### src/rtl/pipeline_pkg.sv
// Shared definitions for the RV32I pipeline: data width, ALU op codes
// and hazard-unit forwarding selects.
package pipeline_pkg;

    localparam int XLEN = 32;

    localparam logic [2:0] ALU_ADD  = 3'b000;
    localparam logic [2:0] ALU_SUB  = 3'b001;
    localparam logic [2:0] ALU_AND  = 3'b010;
    localparam logic [2:0] ALU_OR   = 3'b011;
    localparam logic [2:0] ALU_XOR  = 3'b100;
    localparam logic [2:0] ALU_SLT  = 3'b101;
    localparam logic [2:0] ALU_SLTU = 3'b110;

    localparam logic [1:0] FWD_REG = 2'b00;
    localparam logic [1:0] FWD_WB  = 2'b01;
    localparam logic [1:0] FWD_MEM = 2'b10;

endpackage

### src/rtl/alu.sv
// Combinational RV32I ALU; code 111 and anything unlisted produce zero.
module alu
    import pipeline_pkg::*;
(
    input  logic [XLEN-1:0] a,
    input  logic [XLEN-1:0] b,
    input  logic [2:0]      ALUControl,
    output logic [XLEN-1:0] result,
    output logic            zero
);

    always_comb begin
        result = '0;
        case (ALUControl)
            ALU_ADD:  result = a + b;
            ALU_SUB:  result = a - b;
            ALU_AND:  result = a & b;
            ALU_OR:   result = a | b;
            ALU_XOR:  result = a ^ b;
            ALU_SLT:  result = {{(XLEN-1){1'b0}}, ($signed(a) < $signed(b))};
            ALU_SLTU: result = {{(XLEN-1){1'b0}}, (a < b)};
            default:  result = '0;
        endcase
    end

    assign zero = (result == '0);

endmodule

### src/rtl/execute_cycle.sv
// Execute stage: operand forwarding, ALU, beq decision/target and the
// EX/MEM pipeline register.
module execute_cycle
    import pipeline_pkg::*;
(
    input  logic            clk,
    input  logic            rst,
    input  logic            RegWriteE,
    input  logic            ALUSrcE,
    input  logic            MemWriteE,
    input  logic            ResultSrcE,
    input  logic            BranchE,
    input  logic [2:0]      ALUControlE,
    input  logic [XLEN-1:0] RD1_E,
    input  logic [XLEN-1:0] RD2_E,
    input  logic [XLEN-1:0] Imm_Ext_E,
    input  logic [XLEN-1:0] PCE,
    input  logic [XLEN-1:0] PCPlus4E,
    input  logic [4:0]      RD_E,
    input  logic [1:0]      ForwardA_E,
    input  logic [1:0]      ForwardB_E,
    input  logic [XLEN-1:0] ResultW,
    output logic            PCSrcE,
    output logic [XLEN-1:0] PCTargetE,
    output logic            RegWriteM,
    output logic            MemWriteM,
    output logic            ResultSrcM,
    output logic [4:0]      RD_M,
    output logic [XLEN-1:0] ALUResultM,
    output logic [XLEN-1:0] WriteDataM,
    output logic [XLEN-1:0] PCPlus4M
);

    logic [XLEN-1:0] src_a;
    logic [XLEN-1:0] src_b_fwd;
    logic [XLEN-1:0] src_b;
    logic [XLEN-1:0] alu_result;
    logic            alu_zero;

    // Select 11 is unused by the hazard unit and falls back to the register value.
    always_comb begin
        src_a = RD1_E;
        case (ForwardA_E)
            FWD_WB:  src_a = ResultW;
            FWD_MEM: src_a = ALUResultM;
            default: src_a = RD1_E;
        endcase
    end

    always_comb begin
        src_b_fwd = RD2_E;
        case (ForwardB_E)
            FWD_WB:  src_b_fwd = ResultW;
            FWD_MEM: src_b_fwd = ALUResultM;
            default: src_b_fwd = RD2_E;
        endcase
    end

    assign src_b = ALUSrcE ? Imm_Ext_E : src_b_fwd;

    alu u_alu (
        .a          (src_a),
        .b          (src_b),
        .ALUControl (ALUControlE),
        .result     (alu_result),
        .zero       (alu_zero)
    );

    assign PCSrcE    = BranchE & alu_zero;
    assign PCTargetE = PCE + Imm_Ext_E;

    // Store data is the forwarded rs2 value, never the immediate.
    always_ff @(posedge clk or posedge rst) begin
        if (rst) begin
            RegWriteM  <= 1'b0;
            MemWriteM  <= 1'b0;
            ResultSrcM <= 1'b0;
            RD_M       <= '0;
            ALUResultM <= '0;
            WriteDataM <= '0;
            PCPlus4M   <= '0;
        end else begin
            RegWriteM  <= RegWriteE;
            MemWriteM  <= MemWriteE;
            ResultSrcM <= ResultSrcE;
            RD_M       <= RD_E;
            ALUResultM <= alu_result;
            WriteDataM <= src_b_fwd;
            PCPlus4M   <= PCPlus4E;
        end
    end

endmodule

### config.mk
export PLATFORM = sky130hd
export DESIGN_NAME = execute_cycle
export DESIGN_NICKNAME = d
export VERILOG_FILES = /design/src/rtl/pipeline_pkg.sv /design/src/rtl/alu.sv /design/src/rtl/execute_cycle.sv
export SDC_FILE = /design/constraint.sdc
export NUM_CORES = 1
export LEC_CHECK = 0
export ABC_AREA = 1
export BUFFER_PORTS_ARGS = -buffer_cell sky130_fd_sc_hd__buf_2
export CORE_ASPECT_RATIO = 1.4
export CORE_UTILIZATION = 60
export CTS_CLUSTER_DIAMETER = 150
export DETAILED_ROUTE_END_ITERATION = 12
export PLACE_DENSITY = 0.95
export RECOVER_POWER = 50
export SYNTH_ARGS = -nofsm -noshare
export SYNTH_HDL_FRONTEND = slang
export SYNTH_HIERARCHICAL = 1
export SYNTH_SLANG_ARGS = --single-unit
### constraint.sdc
create_clock -name clk -period 11.4 [get_ports clk]
set_input_delay 2.85 -clock clk [delete_from_list [all_inputs] [get_ports clk]]
set_output_delay 2.85 -clock clk [all_outputs]
set_load 0.02 [all_outputs]
==> reports/metrics.yaml, run 1 <==
status: "stopped before the end"
stop_stage: "global routing"
stop_error: "[ERROR GRT-0116] Global routing finished with congestion. Check the congestion regions in the DRC Viewer."
ctsHoldBuffers: 0
seq_area_frac_synth: 0.1944
synthesis.area_um2: 13390
h-tree-depth: 3
clock_sinks: 104
port_buffers: 347
die_height_um: 178.8
syn-num-nets: 2718
synth_xor_area_frac: 0.01047
yosys.area_share.adder: 0.1353
num_rows: 64
ys_ff_latch: 104
clock_path_buffers: 2
hpwl_um: 49280
post_cts_resized: 0
synth.avg_cell_area_um2: 5.664
synth_cell_type_count: 36
start_util: 0.6125
gp_congestion: 1.177
yosys.area_share.simple: 0.3994
io_pins: 348
cts_buffers: 9
die_x_um: 128.3
grt.total_usage: 0.5916
synth_edf_count: 0
synth_top_family_by_area: "simple AND/OR/NAND/NOR gates"
grt_first_pass_wirelength_um: 99810
grt_max_degree: 55
ys.flop_type: "dfrtp_1"
cts-root-buf: "clkbuf_16"
grt_overflow: 7
grt_pass1_vias: 17080
synth_compound_area_frac: 0.1148
ys_async_sr_fraction: 1.000
ys_warn_count: 6
synth_mux_area_frac: 0
synth_cells: 2364
post_cts_buffers: 0
Yosys cell counts, types with 3 or more instances:
cell type,number,share of area
dfrtp_1,104,0.19
buf_6,5,0.0042
nor2_1,251,0.070
xor2_1,15,0.0098
nor2_2,8,0.0037
o21ai_0,25,0.0093
a21oi_1,216,0.081
a31oi_1,3,0.0014
o22ai_1,19,0.0089
fa_1,3,0.0045
nor3_1,17,0.0064
buf_1,3,0.00084
a221oi_1,8,0.0052
inv_2,5,0.0014
nand3_1,165,0.062
buf_4,6,0.0034
nand4_1,23,0.011
ha_1,140,0.13
inv_1,415,0.12
and3_1,5,0.0023
clkbuf_1,31,0.0087
buf_2,28,0.010
nand3_2,4,0.0030
nand2_1,830,0.23
nand2_2,9,0.0042
o21bai_1,13,0.0073
cell families after synthesis:
| logic type | after synthesis |
|---|---|
| buf+inv | 494 |
| flops | 104 |
| compound gates | 288 |
| simple gates | 1319 |
| fa+ha+maj | 143 |
| xor+xnor | 16 |
routing by layer:
metal,GRT overflow,GRT usage
met1,0,0.6017
met2,2,0.8408
met3,0,0.3387
met4,5,0.5559
met5,0,0.04977
stage by stage:
step | hold slack [ps] | util | cell area, µm² | std cells | setup slack, ps
after floorplan | 724.6 | - | 13390 | 2364 | 2648
after global placement | 627.9 | 0.6984 | 15270 | 2952 | 970.9
after detailed placement | 644.9 | 0.6984 | 15270 | 2952 | 930.1
after CTS | 651.5 | 0.7130 | 15590 | 2968 | 873.9
==> run 2: changes to the inputs <==
--- a/config.mk
+++ b/config.mk
@@ -7,11 +7,9 @@
 export LEC_CHECK = 0
 export ABC_AREA = 1
 export BUFFER_PORTS_ARGS = -buffer_cell sky130_fd_sc_hd__buf_2
-export CORE_ASPECT_RATIO = 1.4
-export CORE_UTILIZATION = 60
-export CTS_CLUSTER_DIAMETER = 150
+export CORE_UTILIZATION = 40
 export DETAILED_ROUTE_END_ITERATION = 12
-export PLACE_DENSITY = 0.95
+export PLACE_DENSITY_LB_ADDON = 0.15
 export RECOVER_POWER = 50
 export SYNTH_ARGS = -nofsm -noshare
 export SYNTH_HDL_FRONTEND = slang
==> reports/metrics.yaml, run 2 <==
pwr-share-comb: 0.605
reg2reg_from: "ALUResultM[0]$_DFF_PP0_"
syn-num-nets: 2718  # unchanged
synth_cell_type_count: 36  # unchanged
cts_buffers: 9  # unchanged
worst_pin_slew_ps: 2242
yosys.area.top_type: "nand2_1"
ir_drop_uv: 83.41
grt_first_pass_wirelength_um: 86610
status: "complete, but fails checks"
critical-path-top-delay-family: "simple AND/OR/NAND/NOR gates"
synthesis.area_um2: 13390  # unchanged
post_cts_resized: 0  # unchanged
synth_cells: 2364  # unchanged
critPathMaxFanout: 22
ys_ff_latch: 104  # unchanged
rsz0062_at_grt: "no"
hpwl_um: 49540  # +0.51%
antenna_found_initial: 1
synthMostInstantiatedCell: "nand2_1"
h-tree-depth: 3  # unchanged
cp-end-kind: "output pin"
crit_arrival_ps: 7690
post_cts_buffers: 0  # unchanged
tritoncts: "yes"
hold_violations: 0
crit_top_cell: "nand2_1"
cts-root-buf: "clkbuf_16"
num_vias: 16260
clk_pin_slew_ps: 80
setup-violations-final: 0
internal_power_uw: 936.5
crit_buf_inv: 9
hp-start: "ALUResultM[8]$_DFF_PP0_"
ys.flop_type: "dfrtp_1"
clock_power_share: 0.169
place_ws_ps: 1028  # +97.89 ps
vias_per_cell: 5.227
grt_pass1_vias: 15170
fin_crit_sh: 0.9247
p_leak_uw: 0.009332
slowest_delay_ps: 490
ys_async_sr_fraction: 1.000  # unchanged
cp_slowest_cell: "ha_1"
ant_nets: 0
synth_common_cells: "nand2_1 (830), inv_1 (415), nor2_1 (251), a21oi_1 (216), nand3_1 (165)"
clock_path_buffers: 2  # unchanged
io_pins: 348  # unchanged
synth_top_area_share: 0.2327  # unchanged
area_growth_pct: 16.98
timing.fmax_mhz: 94.86
ctsHoldBuffers: 0  # unchanged
maxCapViolCount: 1
die_x_um: 185.0  # +44%
clock_skew_ps: 17.72
worstHoldPathType: "reg -> reg"
swShare: 0.5304
die_area_um2: 34210
synthTopCellsByArea: "nand2_1 (23%), dfrtp_1 (19%), ha_1 (13%)"
num_rows: 66  # +3.1%
critPathRequiredTime_ps: 8550
power_per_cell_area_nw_per_um2: 127.3
drc: 0
core_area_um2: 32700
grt_overflow: 0
clk_latency_ps: 360
cp-start-kind: "input port"
fin_util: 0.4790
path_class: "in -> out"
drive_gt1_frac: 0.1229
nets: 3017
start_util: 0.4095  # -0.2030
p_switching_uw: 1058
grt.total_usage: 0.3365
setup_ws_ps: 858.5
synth.avg_cell_area_um2: 5.664  # unchanged
wl_per_cell_um: 18.85
port_buffers: 347  # unchanged
die_height_um: 185.0  # +3.5%
cp-startpoint: "ForwardB_E[0]"
final_common_cell: "nand2_1"
final_cell_mix: "nand2_1 (830), inv_1 (414), buf_2 (265)"
max_slew_margin: -0.5030
p_seq_frac: 0.226
finalCriticalPeriod_ps: 10540
grt_max_degree: 59
drt_iter0_drc: 1520
gp_congestion: 1.014  # -14%
top_regs: "ALUResultM (32), PCPlus4M (32), WriteDataM (32)"
clock_sinks: 104  # unchanged
reg2reg_slack_ps: 7710
drt_wl_total_um: 58660
ys_warn_count: 6  # unchanged
maxSlewViolCount: 48
synth_edf_count: 0  # unchanged
first_pass_iters: 6
seq_area_frac_synth: 0.1944  # unchanged
violations: "capacitance limit, slew limit"
setup_tns_ps: 0
## run 2: cell counts after synthesis
No cell type changed its count.
## run 2: area by class of cell
type / instances / area (µm²)
Fill cell: 3637 / 17040
Multi-Input combinational cell: 1766 / 8843
Sequential cell: 104 / 2603
Timing Repair Buffer: 362 / 1759
Inverter: 420 / 1578
Tap cell: 442 / 553.0
Clock buffer: 9 / 225.2
Clock inverter: 7 / 100.1
Antenna cell: 1 / 2.502
## run 2: metrics by stage
stage / std cells / area [µm²] / total power [µW] / hold slack [ps]
after global placement: 3094 / 15440 / 1635 / 622.4
after detailed placement: 3094 / 15440 / 1639 / 659.6
after floorplan: 2364 / 13390 / 1236 / 724.6
final: 3111 / 15660 / 1994 / 680.4
after CTS: 3110 / 15770 / 1979 / 677.7
after global routing: 3111 / 15660 / 2132 / 709.8
## run 2: power groups by stage
stage	sequential (µW)	combinational [µW]	clock, µW
finish	451	1210	336
global placement	456	1180	0
detailed placement	456	1180	0
floorplan	506	729	0
CTS	448	1190	341
global route	455	1320	353
## run 2: cell families after synthesis
group	count (synthesis)	synth area share
fa+ha+maj	143	0.1353
flops	104	0.1944
xor+xnor	16	0.01047
simple gates	1319	0.3994
buf+inv	494	0.1457
compound gates	288	0.1148
## run 2: path summary, 6_finish.rpt
path / cells after the start / endpoint
setup / recovery: 26 / PCSrcE
hold / removal: 2 / WriteDataM[8]$_DFF_PP0_
setup reg to reg: 21 / ALUResultM[30]$_DFF_PP0_
hold reg to reg: 2 / WriteDataM[8]$_DFF_PP0_
max in group asynchronous: 3 / WriteDataM[23]$_DFF_PP0_
min in group asynchronous: 2 / PCPlus4M[8]$_DFF_PP0_
## run 2: layer usage
| layer | share of wire | track usage | vias to the layer above |
|---|---|---|---|
| li1 | - | - | 7890 |
| met1 | 0.43 | 0.4516 | 7421 |
| met2 | 0.44 | 0.5480 | 860 |
| met3 | 0.096 | 0.04837 | 90 |
| met4 | 0.031 | 0.1167 | 0 |
| met5 | 0 | 0 | - |
## run 2: worst min-delay path, cell delays in order, from the launching register on
cell,delay (ps)
dfrtp_1,370
a21oi_1,70
a21oi_1,180
Power figures use the tool's default switching activity.
